$ cat src/rtl/imem_boot_pkg.sv
// Shared types and constants for the instruction-memory boot loader.
package imem_boot_pkg;

  typedef enum logic [2:0] {
    S_IDLE,
    S_LEN,
    S_DATA,
    S_WRITE,
    S_DONE,
    S_ERR
  } state_e;

  localparam int BYTES_PER_WORD = 4;
  localparam int HDR_BYTES      = 2;

endpackage

$ cat src/rtl/byte_word_assembler.sv
// Packs accepted stream bytes little-endian into a 32-bit word.
// last_idx selects how many bytes make a word (1 -> 2-byte header, 3 -> data word).
// The word output already includes the byte being accepted, so the consumer can
// capture it in the same cycle word_valid pulses.
module byte_word_assembler (
  input  logic        clk,
  input  logic        rst_n,
  input  logic        clr,
  input  logic        in_fire,
  input  logic [7:0]  in_byte,
  input  logic [1:0]  last_idx,
  output logic        word_valid,
  output logic [31:0] word
);

  logic [1:0]  cnt_q, cnt_d;
  logic [31:0] word_q, word_d;

  // Insert the incoming byte at the current lane; wrap the counter after the last lane.
  always_comb begin
    cnt_d      = cnt_q;
    word_d     = word_q;
    word_valid = 1'b0;
    if (clr) begin
      cnt_d  = 2'd0;
      word_d = 32'd0;
    end else if (in_fire) begin
      word_d[{cnt_q, 3'b000} +: 8] = in_byte;
      if (cnt_q == last_idx) begin
        word_valid = 1'b1;
        cnt_d      = 2'd0;
      end else begin
        cnt_d = cnt_q + 2'd1;
      end
    end
  end

  assign word = word_d;

  // Byte counter and partial-word register.
  always_ff @(posedge clk or negedge rst_n) begin
    if (!rst_n) begin
      cnt_q  <= 2'd0;
      word_q <= 32'd0;
    end else begin
      cnt_q  <= cnt_d;
      word_q <= word_d;
    end
  end

endmodule

$ cat src/rtl/imem_boot_loader.sv
// Boot loader: receives a length-prefixed byte image, writes it into instruction
// memory from address 0 upward, and releases the core reset when the image is in.
module imem_boot_loader
  import imem_boot_pkg::*;
#(
  parameter int ADDR_W = 8,
  parameter int CNT_W  = 16
) (
  input  logic              CLK,
  input  logic              RST,
  input  logic              START,
  input  logic [7:0]        BYTE_IN,
  input  logic              BYTE_VALID,
  output logic              BYTE_READY,
  output logic              IMEM_WE,
  output logic [ADDR_W-1:0] IMEM_ADDR,
  output logic [31:0]       IMEM_WDATA,
  output logic              CORE_RST,
  output logic              DONE,
  output logic              ERR
);

  localparam logic [31:0] CAPACITY = 32'd1 << ADDR_W;

  state_e              state_q, state_d;
  logic [ADDR_W-1:0]   idx_q, idx_d;
  logic [CNT_W-1:0]    n_q, n_d;
  logic [31:0]         wdata_q, wdata_d;

  logic                fire;
  logic                asm_clr;
  logic [1:0]          asm_last;
  logic                asm_valid;
  logic [31:0]         asm_word;
  logic [CNT_W-1:0]    hdr_n;

  assign BYTE_READY = (state_q == S_LEN) || (state_q == S_DATA);
  assign fire       = BYTE_VALID && BYTE_READY;
  assign asm_last   = (state_q == S_LEN) ? 2'(HDR_BYTES - 1) : 2'(BYTES_PER_WORD - 1);
  assign hdr_n      = asm_word[CNT_W-1:0];

  byte_word_assembler u_asm (
    .clk        (CLK),
    .rst_n      (RST),
    .clr        (asm_clr),
    .in_fire    (fire),
    .in_byte    (BYTE_IN),
    .last_idx   (asm_last),
    .word_valid (asm_valid),
    .word       (asm_word)
  );

  // Next-state logic; a (re)start clears the word index and the byte counter.
  always_comb begin
    state_d = state_q;
    idx_d   = idx_q;
    n_d     = n_q;
    wdata_d = wdata_q;
    asm_clr = 1'b0;
    case (state_q)
      S_IDLE, S_DONE: begin
        if (START) begin
          state_d = S_LEN;
          idx_d   = '0;
          asm_clr = 1'b1;
        end
      end
      S_LEN: begin
        if (asm_valid) begin
          n_d = hdr_n;
          if (hdr_n == '0)                 state_d = S_DONE;
          else if (32'(hdr_n) > CAPACITY)  state_d = S_ERR;
          else                             state_d = S_DATA;
        end
      end
      S_DATA: begin
        if (asm_valid) begin
          wdata_d = asm_word;
          state_d = S_WRITE;
        end
      end
      S_WRITE: begin
        if (32'(idx_q) + 32'd1 == 32'(n_q)) begin
          state_d = S_DONE;
        end else begin
          idx_d   = idx_q + 1'b1;
          state_d = S_DATA;
        end
      end
      S_ERR:   state_d = S_ERR;
      default: state_d = S_IDLE;
    endcase
  end

  // FSM state, word index, header count and write-data registers.
  always_ff @(posedge CLK or negedge RST) begin
    if (!RST) begin
      state_q <= S_IDLE;
      idx_q   <= '0;
      n_q     <= '0;
      wdata_q <= 32'd0;
    end else begin
      state_q <= state_d;
      idx_q   <= idx_d;
      n_q     <= n_d;
      wdata_q <= wdata_d;
    end
  end

  assign IMEM_WE    = (state_q == S_WRITE);
  assign IMEM_ADDR  = idx_q;
  assign IMEM_WDATA = wdata_q;
  assign CORE_RST   = (state_q == S_DONE);
  assign DONE       = (state_q == S_DONE);
  assign ERR        = (state_q == S_ERR);

endmodule

$ cat config.mk
export PLATFORM = sky130hd
export DESIGN_NAME = imem_boot_loader
export DESIGN_NICKNAME = d
export VERILOG_FILES = /design/src/rtl/imem_boot_pkg.sv /design/src/rtl/byte_word_assembler.sv /design/src/rtl/imem_boot_loader.sv
export SDC_FILE = /design/constraint.sdc
export NUM_CORES = 1
export LEC_CHECK = 0
export ABC_AREA = 1
export CORE_ASPECT_RATIO = 1.1
export CORE_MARGIN = 5
export CORE_UTILIZATION = 34
export CTS_CLUSTER_SIZE = 40
export DETAILED_ROUTE_END_ITERATION = 7
export SYNTH_ARGS = -nofsm -noshare
export SYNTH_HDL_FRONTEND = slang
export SYNTH_SLANG_ARGS = --single-unit
$ cat constraint.sdc
create_clock -name CLK -period 2.4 [get_ports CLK]
set_clock_uncertainty 0.05 [all_clocks]
set_input_delay 0.72 -clock CLK [delete_from_list [all_inputs] [get_ports CLK]]
set_output_delay 0.72 -clock CLK [all_outputs]
set_load 0.1 [all_outputs]
==> summary.txt <==
Outcome
  – Status: complete, no violations

Layout
  – Layout Nets: about 700
  – Antenna cell count: 0
  – Area grow syn2layout: 30.5%
  – Most frequent cells in the layout: nand2_1 (192), dfrtp_1 (88), buf_4 (85)
  – Layout Cells excl Fill: roughly 870
  – Util after Layout: between 40% and 50%
  – Filler cells: approximately 1,300
  – Most common cell after layout, fill and taps aside: nand2_1
  – Layout cells sized above 1: between 20% and 30%
  – Design Area, Final: 0.00604 sq mm

Critical path
  – Crit-path max cell delay: 420 ps
  – Startpoint type of the worst setup path: register
  – Crit path DAT: around 1500 ps
  – CP Capture Type: output port
  – Crit Path Max Fanout: 5
  – Most frequent CP cell: inv_1
  – Required time worst endpoint: between 1500 and 2000 ps
  – Crit Path Category: register to output port
  – Slowest cell on the critical path: dfrtp_2
  – CP cell instances: inv_1, nor2_2, inv_1, nor2_4, buf_12
  – WP buf/inv: 3
  – CP delay by family, top: buffers and inverters

Detailed routing
  – Vias: 4,064
  – Routed Antenna Nets: 0
  – Post-DR vias/cell: ~4.6
  – DRT iter0 DRCs: 188
  – Drt drc: 0
  – Final WL: about 12,000 um
  – Post-DR wirelength/cell: between 10 and 15 um
  – TritonRoute pass-1 iters: 4

Yosys
  – Synth Area in Adders: ~1.6%
  – Compound-Gate Fraction of Synth Area: approximately 11%
  – Syn Area/Cell: 7.86 sq um
  – Syn Nets: about 610
  – Synth Area in XOR/XNOR: less than 1%
  – Warnings from Yosys: 0
  – Yosys reg bits: 93
  – Synth cell types: 32
  – Yosys top cell by area: dfrtp_1
  – Largest family of logic cells by synthesized area: simple AND/OR/NAND/NOR gates
  – Mapped Area: about 0.0046 sq mm
  – Synth top area cells: dfrtp_1 (50%), nand2_1 (16%), o21ai_0 (8.6%)
  – Multiplexer share of the synthesized area: 0%
  – Simple-gate share of the synthesized area: 28.9%
  – Top cell type's share of synthesized area: about half
  – Seq/Total Area, Yosys: a little over 50%
  – Synth Instances: 589

STA
  – PnR worst setup slack: ~120 ps
  – Fin Setup TNS: 0 ps
  – Highest Clock Rate: between 400 and 500 MHz
  – Final setup vio count: 0
  – Hold Vio Cnt, Final: 0
  – Worst-margin pin slew: about 500 ps
  – RSZ-0062 raised after global routing: yes
  – Slew Limit Fails: 0
  – Final Cycle Share: 95.0%
  – Max_slew headroom: 66.9%
  – Fin crit period: 2280 ps

Power and ir drop
  – PwrDens: 1160 mW/mm^2
  – Leak: between 3 and 4 nW
  – Internal power: between 0.003 and 0.004 W
  – Sw Share: ~44%
  – Sequential share of power: between 30 and 40%
  – Max IR drop VDD: a little under 0.6 mV
  – Sw Pwr: slightly above 0.003 W
  – Clock power frac: between 10% and 20%
  – Logic pwr share: a little over 50%

Clock tree
  – Clk Latency, worst-skew pair: roughly 340 ps
  – CTS buffer count: 9
  – CTS HTree Levels: 3
  – Root Driver: clkbuf_16
  – CTS tree: done
  – Max clock buf depth: 2
  – Clock slew at reported path FFs: approximately 70 ps
  – Clock tree sinks: 93
  – Post-CTS setup buffers: 0

Global routing
  – Grt total ovfl: 0
  – Largest net degree at the start of global routing: between 40 and 50
  – Overall routing resource usage: between 10% and 20%
  – Initial antenna violation count: 0
  – First-pass GRT wire length: about 19,000 um
  – Vias in the first global route: a little under 4,000

Placement
  – Placed cell count: between 800 and 900
  – # port buffers: 56
  – Placed inst area: between 0.005 and 0.006 sq mm
  – Pre-CTS setup slack: -186 ps
  – GPL Wtd Cong: ~0.90
  – DP Wirelength: between 8000 and 9000 um

Floorplan
  – Initial core utilization: 34.9%
  – IO Pins: 57
  – Height of the die: 132 um
  – Core area: roughly 0.013 sq mm
  – Total die area: 0.0161 sq mm
  – Die span in x: 121 um
  – Num rows: 44

Worst hold path
  – Hold Crit Class: input port to async pin

Run
  – Max Cap Viol: 0
## flip-flops by register name (all words and copies together), names as in the netlist
| signal | flops |
|---|---|
| u_asm.word_q | 32 |
| n_q | 16 |
| IMEM_ADDR | 8 |
| IMEM_WDATA | 32 |
| u_asm.cnt_q | 2 |
| state_q | 3 |
## kinds of logic (layout without fill, tap and decap cells)
family	count (synthesis)	count (layout)
compound gates	99	99
buf+inv	81	182
xor+xnor	4	4
flops	93	93
fa+ha+maj	6	6
simple gates	306	306
## cell usage after synthesis, drive strengths merged
| master | count |
|---|---|
| nand2 | 198 |
| dfrtp | 93 |
| o21ai | 90 |
| nor2 | 60 |
| inv | 57 |
| nand3 | 27 |
| buf | 13 |
| nand4 | 13 |
| clkbuf | 10 |
| a21oi | 6 |
| ha | 6 |
| nor3 | 5 |
| xnor2 | 3 |
| or2 | 2 |
| clkinv | 1 |
| nand3b | 1 |
| o21bai | 1 |
| o22ai | 1 |
| o31ai | 1 |
| xor2 | 1 |
## power by group through the flow
stage          sequential (W)  combinational, W  clock (W)
3_5_place_dp          0.00217           0.00353          0
6_report              0.00215           0.00359    0.00129
4_1_cts               0.00215           0.00356    0.00133
2_1_floorplan         0.00240           0.00204          0
3_3_place_gp          0.00216           0.00348          0
5_1_grt               0.00219           0.00396    0.00140
## routing by layer
metal | vias to the layer above | share of wire (%) | GRT usage (%)
met5 | - | 0 | 0
li1 | 2058 | - | -
met2 | 98 | 46 | 23.4
met1 | 1886 | 47 | 19.6
met4 | 0 | 3.0 | 6.16
met3 | 22 | 4.0 | 3.65
## worst register-to-register path: stages, from the launching register on
cell and delay [ps]:
dfrtp_2 430, ha_1 210, nand2_1 90, nor2_2 170, nand2_1 100, o21ai_1 120, nand2_1 100, a21oi_1 190
nand4_2 180, o22ai_2 350, o21ai_0 140
## stage by stage
step	power, W	hold slack, ps
2_1_floorplan	0.00444	374
3_3_place_gp	0.00565	420
3_5_place_dp	0.00571	424
4_1_cts	0.00704	300
5_1_grt	0.00755	317
6_report	0.00703	288
## final cells by class
cell class | count | area (sq um) | share of cell area, %
clock buffers | 12 | 236 | 3.91
clock inverters | 4 | 26.3 | 0.435
inverters | 58 | 220 | 3.65
multi-input cells | 415 | 2000 | 33.2
flip-flops and latches | 93 | 2330 | 38.6
well taps | 184 | 230 | 3.81
repair buffers | 108 | 990 | 16.4
## timing repair
item,in CTS,in global routing
hold buffers,0,0
pin swaps,0,0
setup endpoints to repair,1,11
resized for setup,2,9
## path summary, 6_finish.rpt
check / start / to / cells past startpoint / slack [ps]
min in group CLK: n_q[13]$_DFFE_PN0P_ / n_q[13]$_DFFE_PN0P_ / 2 / 440
max in group asynchronous: RST / IMEM_WDATA[17]$_DFFE_PN0P_ / 2 / 1400
setup / recovery: state_q[1]$_DFFE_PN0P_ / IMEM_WE / 5 / 120
setup reg to reg: IMEM_ADDR[0]$_DFFE_PN0P_ / IMEM_ADDR[7]$_DFFE_PN0P_ / 10 / 120
hold reg to reg: n_q[13]$_DFFE_PN0P_ / n_q[13]$_DFFE_PN0P_ / 2 / 440
hold / removal: RST / u_asm.word_q[0]$_DFF_PN0_ / 1 / 290
Note: power is estimated with default switching activity, not from simulation.
